File: src/rtl/tile_blitter_pkg.sv
// Shared definitions for the tile blitter: draw-mode encodings, FSM state
// encoding and the default visible-screen constants.
package tile_blitter_pkg;

    localparam int MODE_W = 2;

    // Draw modes. 2'b11 is not named and behaves as FILL.
    localparam logic [MODE_W-1:0] MODE_FILL    = 2'b00;
    localparam logic [MODE_W-1:0] MODE_ERASE   = 2'b01;
    localparam logic [MODE_W-1:0] MODE_OUTLINE = 2'b10;

    typedef enum logic [1:0] {
        ST_IDLE = 2'd0,
        ST_DRAW = 2'd1,
        ST_DONE = 2'd2
    } blit_state_t;

    localparam int DEF_SCREEN_W = 160;
    localparam int DEF_SCREEN_H = 120;

endpackage

File: src/rtl/tile_blitter_if.sv
// Command + plot-port bundle of the tile blitter.
//   start/tile_x/tile_y/mode/colour_in : tile command, sampled only when idle
//   busy/done                          : command handshake back to the issuer
//   x_out/y_out/colour/plot            : pixel stream to the VGA adapter
// master = command issuer / pixel consumer, slave = the blitter.
interface tile_blitter_if #(
    parameter int GRID_BITS = 4,
    parameter int X_W       = 8,
    parameter int Y_W       = 7,
    parameter int COLOUR_W  = 3
);
    import tile_blitter_pkg::*;

    logic                 start;
    logic [GRID_BITS-1:0] tile_x;
    logic [GRID_BITS-1:0] tile_y;
    logic [MODE_W-1:0]    mode;
    logic [COLOUR_W-1:0]  colour_in;
    logic                 busy;
    logic                 done;
    logic [X_W-1:0]       x_out;
    logic [Y_W-1:0]       y_out;
    logic [COLOUR_W-1:0]  colour;
    logic                 plot;

    modport master (
        output start, tile_x, tile_y, mode, colour_in,
        input  busy, done, x_out, y_out, colour, plot
    );

    modport slave (
        input  start, tile_x, tile_y, mode, colour_in,
        output busy, done, x_out, y_out, colour, plot
    );

endinterface

File: src/rtl/tile_blitter_scan_counter.sv
// tile_scan_counter: 2-D col/row scan counter for one tile, column fastest.
//   clock, reset_n : clock, synchronous active-low reset
//   i_clear        : force both counters to 0 (has priority over i_enable)
//   i_enable       : advance one pixel
//   o_col, o_row   : current pixel inside the tile
//   o_last         : current pixel is the final one (both counters at max)
module tile_scan_counter #(
    parameter int TILE_W_LOG2 = 4,
    parameter int TILE_H_LOG2 = 4
) (
    input  logic                   clock,
    input  logic                   reset_n,
    input  logic                   i_clear,
    input  logic                   i_enable,
    output logic [TILE_W_LOG2-1:0] o_col,
    output logic [TILE_H_LOG2-1:0] o_row,
    output logic                   o_last
);

    logic [TILE_W_LOG2-1:0] r_col;
    logic [TILE_H_LOG2-1:0] r_row;

    always_ff @(posedge clock) begin
        if (!reset_n || i_clear) begin
            r_col <= '0;
            r_row <= '0;
        end else if (i_enable) begin
            if (&r_col) begin
                r_col <= '0;
                r_row <= r_row + 1'b1;
            end else begin
                r_col <= r_col + 1'b1;
            end
        end
    end

    assign o_col  = r_col;
    assign o_row  = r_row;
    assign o_last = (&r_col) && (&r_row);

endmodule

File: src/rtl/tile_blitter.sv
// tile_blitter: draws one tile per command, one pixel per clock, into the
// VGA adapter's plot port. Supports FILL, ERASE (background colour) and
// OUTLINE (border only), with clipping against the visible screen.
//   clock, reset_n : clock, synchronous active-low reset
//   io_blit        : command handshake + pixel stream (slave side)
// Every output is registered; a command of N pixels occupies N+2 cycles
// regardless of clipping or mode.
module tile_blitter
    import tile_blitter_pkg::*;
#(
    parameter int TILE_W_LOG2 = 4,
    parameter int TILE_H_LOG2 = 4,
    parameter int GRID_BITS   = 4,
    parameter int X_W         = 8,
    parameter int Y_W         = 7,
    parameter int Y_OFFSET    = 8,
    parameter int SCREEN_W    = DEF_SCREEN_W,
    parameter int SCREEN_H    = DEF_SCREEN_H,
    parameter int COLOUR_W    = 3,
    parameter int BG_COLOUR   = 0
) (
    input  logic           clock,
    input  logic           reset_n,
    tile_blitter_if.slave  io_blit
);

    // Coordinates carry one extra bit so off-screen sums are not mistaken
    // for on-screen ones by the clip compare.
    localparam int XS = X_W + 1;
    localparam int YS = Y_W + 1;

    blit_state_t r_state, w_next_state;

    logic [GRID_BITS-1:0]   r_tile_x, r_tile_y;
    logic [MODE_W-1:0]      r_mode;
    logic [COLOUR_W-1:0]    r_colour_in;

    logic [TILE_W_LOG2-1:0] w_col;
    logic [TILE_H_LOG2-1:0] w_row;
    logic                   w_last;
    logic                   w_accept;

    logic [XS-1:0]          w_x;
    logic [YS-1:0]          w_y;
    logic                   w_border, w_mode_ok, w_on_screen, w_plot;
    logic [COLOUR_W-1:0]    w_colour;

    logic                   r_busy, r_done, r_plot;
    logic [X_W-1:0]         r_x_out;
    logic [Y_W-1:0]         r_y_out;
    logic [COLOUR_W-1:0]    r_colour;

    assign w_accept = (r_state == ST_IDLE) && io_blit.start;

    // FSM: state register
    always_ff @(posedge clock) begin
        if (!reset_n) r_state <= ST_IDLE;
        else          r_state <= w_next_state;
    end

    // FSM: next state
    always_comb begin
        w_next_state = r_state;
        case (r_state)
            ST_IDLE: if (io_blit.start) w_next_state = ST_DRAW;
            ST_DRAW: if (w_last)        w_next_state = ST_DONE;
            ST_DONE:                    w_next_state = ST_IDLE;
            default:                    w_next_state = ST_IDLE;
        endcase
    end

    // Command latch; inputs are free to change once accepted.
    always_ff @(posedge clock) begin
        if (!reset_n) begin
            r_tile_x    <= '0;
            r_tile_y    <= '0;
            r_mode      <= MODE_FILL;
            r_colour_in <= '0;
        end else if (w_accept) begin
            r_tile_x    <= io_blit.tile_x;
            r_tile_y    <= io_blit.tile_y;
            r_mode      <= io_blit.mode;
            r_colour_in <= io_blit.colour_in;
        end
    end

    // Held at zero while idle so every DRAW starts from pixel (0,0).
    tile_scan_counter #(
        .TILE_W_LOG2 (TILE_W_LOG2),
        .TILE_H_LOG2 (TILE_H_LOG2)
    ) u_scan (
        .clock    (clock),
        .reset_n  (reset_n),
        .i_clear  (r_state == ST_IDLE),
        .i_enable (r_state == ST_DRAW),
        .o_col    (w_col),
        .o_row    (w_row),
        .o_last   (w_last)
    );

    assign w_x = (XS'(r_tile_x) << TILE_W_LOG2) + XS'(w_col);
    assign w_y = (YS'(r_tile_y) << TILE_H_LOG2) + YS'(Y_OFFSET) + YS'(w_row);

    assign w_border    = (w_col == '0) || (&w_col) || (w_row == '0) || (&w_row);
    assign w_mode_ok   = (r_mode != MODE_OUTLINE) || w_border;
    assign w_on_screen = (w_x < XS'(SCREEN_W)) && (w_y < YS'(SCREEN_H));
    assign w_plot      = (r_state == ST_DRAW) && w_on_screen && w_mode_ok;
    assign w_colour    = (r_mode == MODE_ERASE) ? COLOUR_W'(BG_COLOUR) : r_colour_in;

    // Registered outputs. busy rises with the accepting edge and drops one
    // edge after DONE, so a start on that edge keeps it high back-to-back.
    always_ff @(posedge clock) begin
        if (!reset_n) begin
            r_busy   <= 1'b0;
            r_done   <= 1'b0;
            r_plot   <= 1'b0;
            r_x_out  <= '0;
            r_y_out  <= '0;
            r_colour <= '0;
        end else begin
            r_busy <= (r_state != ST_IDLE) || w_accept;
            r_done <= (r_state == ST_DONE);
            r_plot <= w_plot;
            if (r_state == ST_DRAW) begin
                r_x_out  <= w_x[X_W-1:0];
                r_y_out  <= w_y[Y_W-1:0];
                r_colour <= w_colour;
            end
        end
    end

    assign io_blit.busy   = r_busy;
    assign io_blit.done   = r_done;
    assign io_blit.plot   = r_plot;
    assign io_blit.x_out  = r_x_out;
    assign io_blit.y_out  = r_y_out;
    assign io_blit.colour = r_colour;

endmodule

File: src/flat_wrapper.sv
// flat-port wrapper written by rule: the top's interface ports become plain ports
module tile_blitter_flat import tile_blitter_pkg::*;
#(
    parameter int TILE_W_LOG2 = 4,
    parameter int TILE_H_LOG2 = 4,
    parameter int GRID_BITS   = 4,
    parameter int X_W         = 8,
    parameter int Y_W         = 7,
    parameter int Y_OFFSET    = 8,
    parameter int SCREEN_W    = DEF_SCREEN_W,
    parameter int SCREEN_H    = DEF_SCREEN_H,
    parameter int COLOUR_W    = 3,
    parameter int BG_COLOUR   = 0
)
  (clock, reset_n, io_blit_start, io_blit_tile_x, io_blit_tile_y, io_blit_mode, io_blit_colour_in, io_blit_busy, io_blit_done, io_blit_x_out, io_blit_y_out, io_blit_colour, io_blit_plot);
  tile_blitter_if #(.GRID_BITS(GRID_BITS), .X_W(X_W), .Y_W(Y_W), .COLOUR_W(COLOUR_W)) io_blit_i ();
  input  logic clock;
  input  logic reset_n;
  input wire logic [$bits(io_blit_i.start)-1:0] io_blit_start;
  input wire logic [$bits(io_blit_i.tile_x)-1:0] io_blit_tile_x;
  input wire logic [$bits(io_blit_i.tile_y)-1:0] io_blit_tile_y;
  input wire logic [$bits(io_blit_i.mode)-1:0] io_blit_mode;
  input wire logic [$bits(io_blit_i.colour_in)-1:0] io_blit_colour_in;
  output wire logic [$bits(io_blit_i.busy)-1:0] io_blit_busy;
  output wire logic [$bits(io_blit_i.done)-1:0] io_blit_done;
  output wire logic [$bits(io_blit_i.x_out)-1:0] io_blit_x_out;
  output wire logic [$bits(io_blit_i.y_out)-1:0] io_blit_y_out;
  output wire logic [$bits(io_blit_i.colour)-1:0] io_blit_colour;
  output wire logic [$bits(io_blit_i.plot)-1:0] io_blit_plot;
  assign io_blit_i.start = io_blit_start;
  assign io_blit_i.tile_x = io_blit_tile_x;
  assign io_blit_i.tile_y = io_blit_tile_y;
  assign io_blit_i.mode = io_blit_mode;
  assign io_blit_i.colour_in = io_blit_colour_in;
  assign io_blit_busy = io_blit_i.busy;
  assign io_blit_done = io_blit_i.done;
  assign io_blit_x_out = io_blit_i.x_out;
  assign io_blit_y_out = io_blit_i.y_out;
  assign io_blit_colour = io_blit_i.colour;
  assign io_blit_plot = io_blit_i.plot;
  tile_blitter #(.TILE_W_LOG2(TILE_W_LOG2), .TILE_H_LOG2(TILE_H_LOG2), .GRID_BITS(GRID_BITS), .X_W(X_W), .Y_W(Y_W), .Y_OFFSET(Y_OFFSET), .SCREEN_W(SCREEN_W), .SCREEN_H(SCREEN_H), .COLOUR_W(COLOUR_W), .BG_COLOUR(BG_COLOUR)) u_core (.clock(clock), .reset_n(reset_n), .io_blit(io_blit_i));
endmodule
File: config.mk
export PLATFORM = sky130hd
export DESIGN_NAME = tile_blitter_flat
export DESIGN_NICKNAME = d
export VERILOG_FILES = /design/src/rtl/tile_blitter_pkg.sv /design/src/rtl/tile_blitter_if.sv /design/src/rtl/tile_blitter_scan_counter.sv /design/src/rtl/tile_blitter.sv /design/src/flat_wrapper.sv
export SDC_FILE = /design/constraint.sdc
export NUM_CORES = 1
export LEC_CHECK = 0
export ABC_AREA = 1
export CELL_PAD_IN_SITES_DETAIL_PLACEMENT = 0
export CELL_PAD_IN_SITES_GLOBAL_PLACEMENT = 2
export CORE_UTILIZATION = 30
export CTS_CLUSTER_SIZE = 30
export DETAILED_ROUTE_END_ITERATION = 8
export DONT_BUFFER_PORTS = 1
export PLACE_DENSITY = 0.72
export SLEW_MARGIN = 20
export SYNTH_ARGS = -nofsm -noshare
export SYNTH_HDL_FRONTEND = slang
export SYNTH_HIERARCHICAL = 1
export SYNTH_SLANG_ARGS = --single-unit
File: constraint.sdc
create_clock -name clock -period 1.75 [get_ports clock]
set_input_delay 0.35 -clock clock [delete_from_list [all_inputs] [get_ports clock]]
set_output_delay 0.35 -clock clock [all_outputs]
set_load 0.05 [all_outputs]
======== Yosys cells after proc, flatten, opt, wreduce, memory -nomap -nowiden ========
Cells that the tools add are included.
operators by class
  equal/unequal tests ..................... 6
  div/mod/pow operators ................... 0
  multipliers ............................. 0
  magnitude comparators ................... 2
  add/subtract/negate cells ............... 5
  bitwise gates (word level) .............. 0
  reduce and logical (&&, ||, !) cells .... 20
  shift-type cells ........................ 0
  multiplexer cells ....................... 5
operators by type and width
  operator                                             count
  adder 8 x 4 -> 9 bit                                 1
  < comparator 9 x 8 -> 1 bit, second input constant   1
  adder 4 x 1 -> 4 bit, second input constant          2
  adder 8 x 4 -> 8 bit                                 1
  adder 8 x 4 -> 8 bit, second input constant          1
  zero test 4 bit                                      2
  < comparator 8 x 7 -> 1 bit, second input constant   1
  AND reduction 4 bit                                  2
  logical OR 1 bit                                     6
  logical AND 1 bit                                    5
  AND reduction 5 bit                                  1
  equality test 2 x 1 -> 1 bit, second input constant  2
  two-way mux 2 bit                                    2
  two-way mux 4 bit                                    1
  != test 2 bit, second input constant                 2
  one-hot mux 2 bit (2 select lines)                   1
  two-way mux 3 bit                                    1
  equality test 2 bit, second input constant           1
  zero test 2 bit                                      1
  != test 2 x 1 -> 1 bit, second input constant        1
  AND reduction 2 bit                                  1
  nonzero test 2 bit                                   1
  zero test 1 bit                                      1
word-level totals
  flip-flop bits (word level) ............. 44
  latch bits .............................. 0
  memories kept ........................... 0
  output and inout port bits .............. 21
  memory bits (writable) .................. 0
  memory bits (read-only) ................. 0

======== Logic depth before layout (Yosys ltp) ========
  depth in word-level cells ............... 6
  gate-level depth with buffers ........... 10

======== Modules after synthesis ========
The synthesis kept the hierarchy.
by module, submodules not included
  module             cells each  sequential area each (µm²)  instances  area each (µm²)
  tile_blitter       187         720.7                       1          1450.1
  tile_scan_counter  58          160.2                       1          404.1

======== Worst setup path before layout ========
Ideal clock, no wire load.
  path kind ............................... register to register
  start point ............................. register u_core.r_state[0]
  end point ............................... register u_core.u_scan.r_row[3] (netlist: u_core/u_scan/o_row[3])
  cell stages (with the launch flop) ...... 9
  path buffers ............................ 1
  arrival ................................. 1177 ps
  required time ........................... 1635 ps
  setup time .............................. 115 ps
  setup slack ............................. 458 ps
  cells stage by stage .................... dfxtp_1 > nand2_4 > inv_6 > buf_8 > nand3_2 > nor2_4 > nand3_1 > nand2_1 > nor2_1
between the ends
  word-level cells in the longest chain between the ends .. 2
  elaborated cells between the ends (all ways) .. 4
  classes of those cells .................. 1 x eq/ne; 3 x reduce/logical
ends and longest elaborated chain
  element                                                            RTL line                                source
  start, declared                                                    tile_blitter.sv:32                      blit_state_t r_state, w_next_state;
  start signal, assigned                                             tile_blitter.sv:58                      else r_state <= w_next_state;
  equality test 2 x 1 -> 1 bit or zero test 2 bit (tied branches)    tile_blitter.sv:95, tile_blitter.sv:94
  AND reduction 5 bit (no line) or logical OR 1 bit (tied branches)  -
  end signal, assigned                                               tile_blitter_scan_counter.sv:30         r_row <= r_row + 1'b1;
  end, declared                                                      tile_blitter_scan_counter.sv:21         logic [TILE_H_LOG2-1:0] r_row;
Parallel ways exist; a longest one is shown, timed or not.
A chain may end at the register's enable or synchronous reset.

======== Final worst setup path ========
  start point ............................. register u_core.r_state[0]
  end point ............................... register u_core.u_scan.r_col[2] (netlist: u_core/u_scan/o_col[2])
between the ends
  word-level cells in the longest chain between the ends .. 2
  elaborated cells between the ends (all ways) .. 3
  classes of those cells .................. 1 x eq/ne; 2 x reduce/logical
ends and longest elaborated chain
  element               RTL line                         source
  zero test 2 bit       tile_blitter.sv:94               .i_clear (r_state == ST_IDLE),
  logical OR 1 bit      tile_blitter_scan_counter.sv:24  if (!reset_n || i_clear) begin
  end signal, assigned  tile_blitter_scan_counter.sv:32  r_col <= r_col + 1'b1;
  end, declared         tile_blitter_scan_counter.sv:20  logic [TILE_W_LOG2-1:0] r_col;
Parallel ways exist; a longest one is shown, timed or not.

==> summary.md <==
| Metric | Value |
|---|---|
| Outcome | `finished clean` |
| Worst Hold Depth | `2` |
| Initial antenna violation count | `0` |
| Area of the multi-input gates | `825 um2` |
| Hold_buf cts | `0` |
| Reg2Reg Setup Slack | `0.30 ns` |
| Drc violations | `0` |
| Reg2Reg Depth | `6` |
| Die ar. | `0.00650 mm2` |
| Final HPWL DP | `2.97 mm` |
| Placed Area | `0.00191 mm2` |
| Hold Violations, Final | `0` |
| Post-route ant nets | `0` |
| Antenna diode count | `0` |
| Share of the synthesized area in the top cell type | `47.5%` |
| Layout cell share with drive strength beyond 1 | `10.8%` |
| Warnings from Yosys | `6` |
| FILL cells | `668` |
| Fin cells | `324` |
| WP data arrival | `1.64 ns` |
| Post-Syn Nets | `264` |
| Router iterations before antenna repair | `4` |
| Routed length per placed instance | `13.0 um` |
| Gpl congestion | `0.668` |
| Post-synth top area cell | `dfxtp_1` |
| Register area | `881 um2` |
| Chip width | `80.6 um` |
| Max Slew Vio Count | `0` |
| Initial drt markers | `82` |
| Avg Cell Area, Syn | `7.57 um2` |
| Max Fclk | `0.688 GHz` |
| Area grow syn2layout | `8.77%` |
| Relative slew slack | `63.5%` |
| Core region area | `0.00596 mm2` |
| Post-synth EDFFs | `0` |
| Largest net degree at the start of global routing | `34` |
| Async S/R FF share, synth | `0%` |
| Worst Setup End Kind | `flip-flop` |
| Fin Setup TNS | `0 ns` |
| Detailed Route WL | `4.22 mm` |
| Num CTS Buffers | `5` |
| # IOs | `37` |
| Number of global-route vias before repair | `1373` |
| Crit path kind | `reg2reg` |
| # rows | `28` |
| Top FF cell, synth | `dfxtp_1` |
| Worst-path clk slew | `0.09 ns` |
| Clock tree buffer depth | `2` |
| Worst min-delay path category | `in2reg` |
| Worst hold start | `reset_n` |
| CTS Root Cell | `clkbuf_8` |
| CP delay by family, top | `flip-flops` |
| Final nets | `267` |
| Placed Instances | `316` |
| H-tree levels | `2` |
| CP startpoint kind | `flip-flop` |
| CP Max Fanout | `16` |
| Slowest stage cell, crit path | `dfxtp_1` |
| Static leakage | `0.822 nW` |
| Die Y-Extent | `80.6 um` |
| Port Buffers | `0` |
| Worst Skew | `0.00639 ns` |
| Critical path data required time | `1.94 ns` |
| Min cycle time layout | `1.45 ns` |
| Total track usage | `14.1%` |
| Gr ovfl total | `0` |
| # setup viols final | `0` |
| VDD IR max | `520 uV` |
| Synth unique cells | `28` |
| Area contributors post-synth | `dfxtp_1 (48%), nor2_1 (15%), o21ai_0 (7.3%)` |
| CTS tree | `done` |
| Max cap viols | `0` |
| PD cells | `1140 mW/mm2` |
| Worst skew pair latency | `0.29 ns` |
| Post-synthesis instance area | `0.00185 mm2` |
| Synth Register Bits | `44` |
| Post-route cell area | `0.00202 mm2` |
| Worst-path cell chain | `nand2_4 -> inv_6 -> buf_4 -> nand2_1 -> o21ai_0 -> a21oi_1` |
| RSZ-0062 raised after global routing | `false` |
| Seq/Total Area, Yosys | `47.5%` |
| Post_cts resized | `0` |
| Via density per instance | `4.66` |
| First-pass GRT wire length | `6.80 mm` |
| Slowest cell delay on critical path | `0.47 ns` |
| Via count | `1511` |
| R2R Path Start | `u_core/r_state[0]` |
| Worst slew pin tran | `0.547 ns` |
| Crit path buffers/inverters | `2` |
| RR Endpoint | `u_core/u_scan/o_col[2]` |
| Initial Utilization | `31.1%` |
| Fin crit share | `83.0%` |
| Hold EP | `u_core/io_blit.x_out[7]` |
| Post-CTS Setup Bufs | `0` |
| CTS sink cnt | `44` |
| Synthesized instance count | `245` |
==> cells by family after synthesis <==
logic type / Yosys count / share of synthesized area [%]
simple gates: 120 / 27.4
compound gates: 50 / 15.0
flops: 44 / 47.5
buf+inv: 28 / 8.03
fa+ha+maj: 3 / 2.02
==> how the worst max path moves through the flow <==
stage          depth (start not counted)                      to  slack, ns         startpoint
6_report                               6  u_core/u_scan/o_col[2]       0.30  u_core/r_state[0]
4_1_cts                                6  u_core/u_scan/o_col[2]       0.29  u_core/r_state[0]
2_1_floorplan                          8  u_core/u_scan/o_row[3]       0.46  u_core/r_state[0]
3_5_place_dp                           6  u_core/u_scan/o_col[2]       0.30  u_core/r_state[0]
3_3_place_gp                           6  u_core/u_scan/o_col[2]       0.34  u_core/r_state[0]
5_1_grt                                7  u_core/u_scan/o_row[3]       0.15  u_core/r_state[0]
==> layout by cell type (no fill, tap or decap), drive strengths merged <==
cell type and n:
nor2 76, dfxtp 44, o21ai 33, nand2 32
inv 21, a21oi 14, nand3 8, clkbuf 5
ha 3, buf 3, nor3 2, nand4 2
clkinv 1, bufinv 1, clkinvlp 1, o22ai 1
o21a 1, o21bai 1
==> routing by layer <==
| layer | vias to the layer above | GRT usage, % | share of wire, % |
|---|---|---|---|
| met2 | 47 | 20.7 | 41 |
| li1 | 790 | - | - |
| met5 | - | 0 | 0 |
| met1 | 672 | 18.9 | 51 |
| met3 | 2 | 4.77 | 7.3 |
| met4 | 0 | 5.00 | 0.59 |
==> area by class of cell <==
type	count	share of cell area, %
clock inverters	3	2.11
repair buffers	3	1.12
well taps	75	4.65
flip-flops and latches	44	43.7
inverters	21	4.16
clock buffers	5	3.41
multi-input cells	173	40.9
==> registers in the layout (all words and copies together) (netlist names) <==
signal / flops
u_core/io_blit.x_out: 8
u_core/r_colour_in: 3
u_core/r_tile_y: 4
u_core/u_scan/o_col: 4
u_core/io_blit.y_out: 7
u_core/r_state: 2
u_core/io_blit.plot: 1
u_core/io_blit.busy: 1
u_core/io_blit.done: 1
u_core/r_tile_x: 4
u_core/u_scan/o_row: 4
u_core/io_blit.colour: 3
u_core/r_mode: 2
==> per-stage QoR <==
step | total power [mW] | hold slack, ns | worst slack, ns | util, %
after global placement | 1.55 | 0.465 | 0.343 | 32.0
after floorplan | 1.52 | 0.445 | 0.458 | -
final | 2.30 | 0.169 | 0.297 | 33.9
after CTS | 2.34 | 0.154 | 0.295 | 33.9
after detailed placement | 1.56 | 0.471 | 0.303 | 32.0
after global routing | 2.43 | 0.159 | 0.154 | 33.9
==> synth_stat cells, types with 2 or more instances <==
| library cell | instances |
|---|---|
| a21oi_1 | 12 |
| a21oi_2 | 2 |
| clkbuf_1 | 3 |
| dfxtp_1 | 44 |
| ha_1 | 3 |
| inv_1 | 18 |
| inv_2 | 2 |
| nand2_1 | 29 |
| nand2_4 | 2 |
| nand3_1 | 7 |
| nand4_1 | 2 |
| nor2_1 | 73 |
| nor2_4 | 2 |
| nor3_1 | 2 |
| o21ai_0 | 27 |
| o21ai_1 | 2 |
| o21ai_2 | 4 |
==> power breakdown <==
group          total [mW]  internal, mW  switching, mW
clock               0.774         0.423          0.351
sequential           1.30          1.08          0.218
combinational       0.231        0.0819          0.149
No activity file was read; power rests on OpenSTA's default activity.
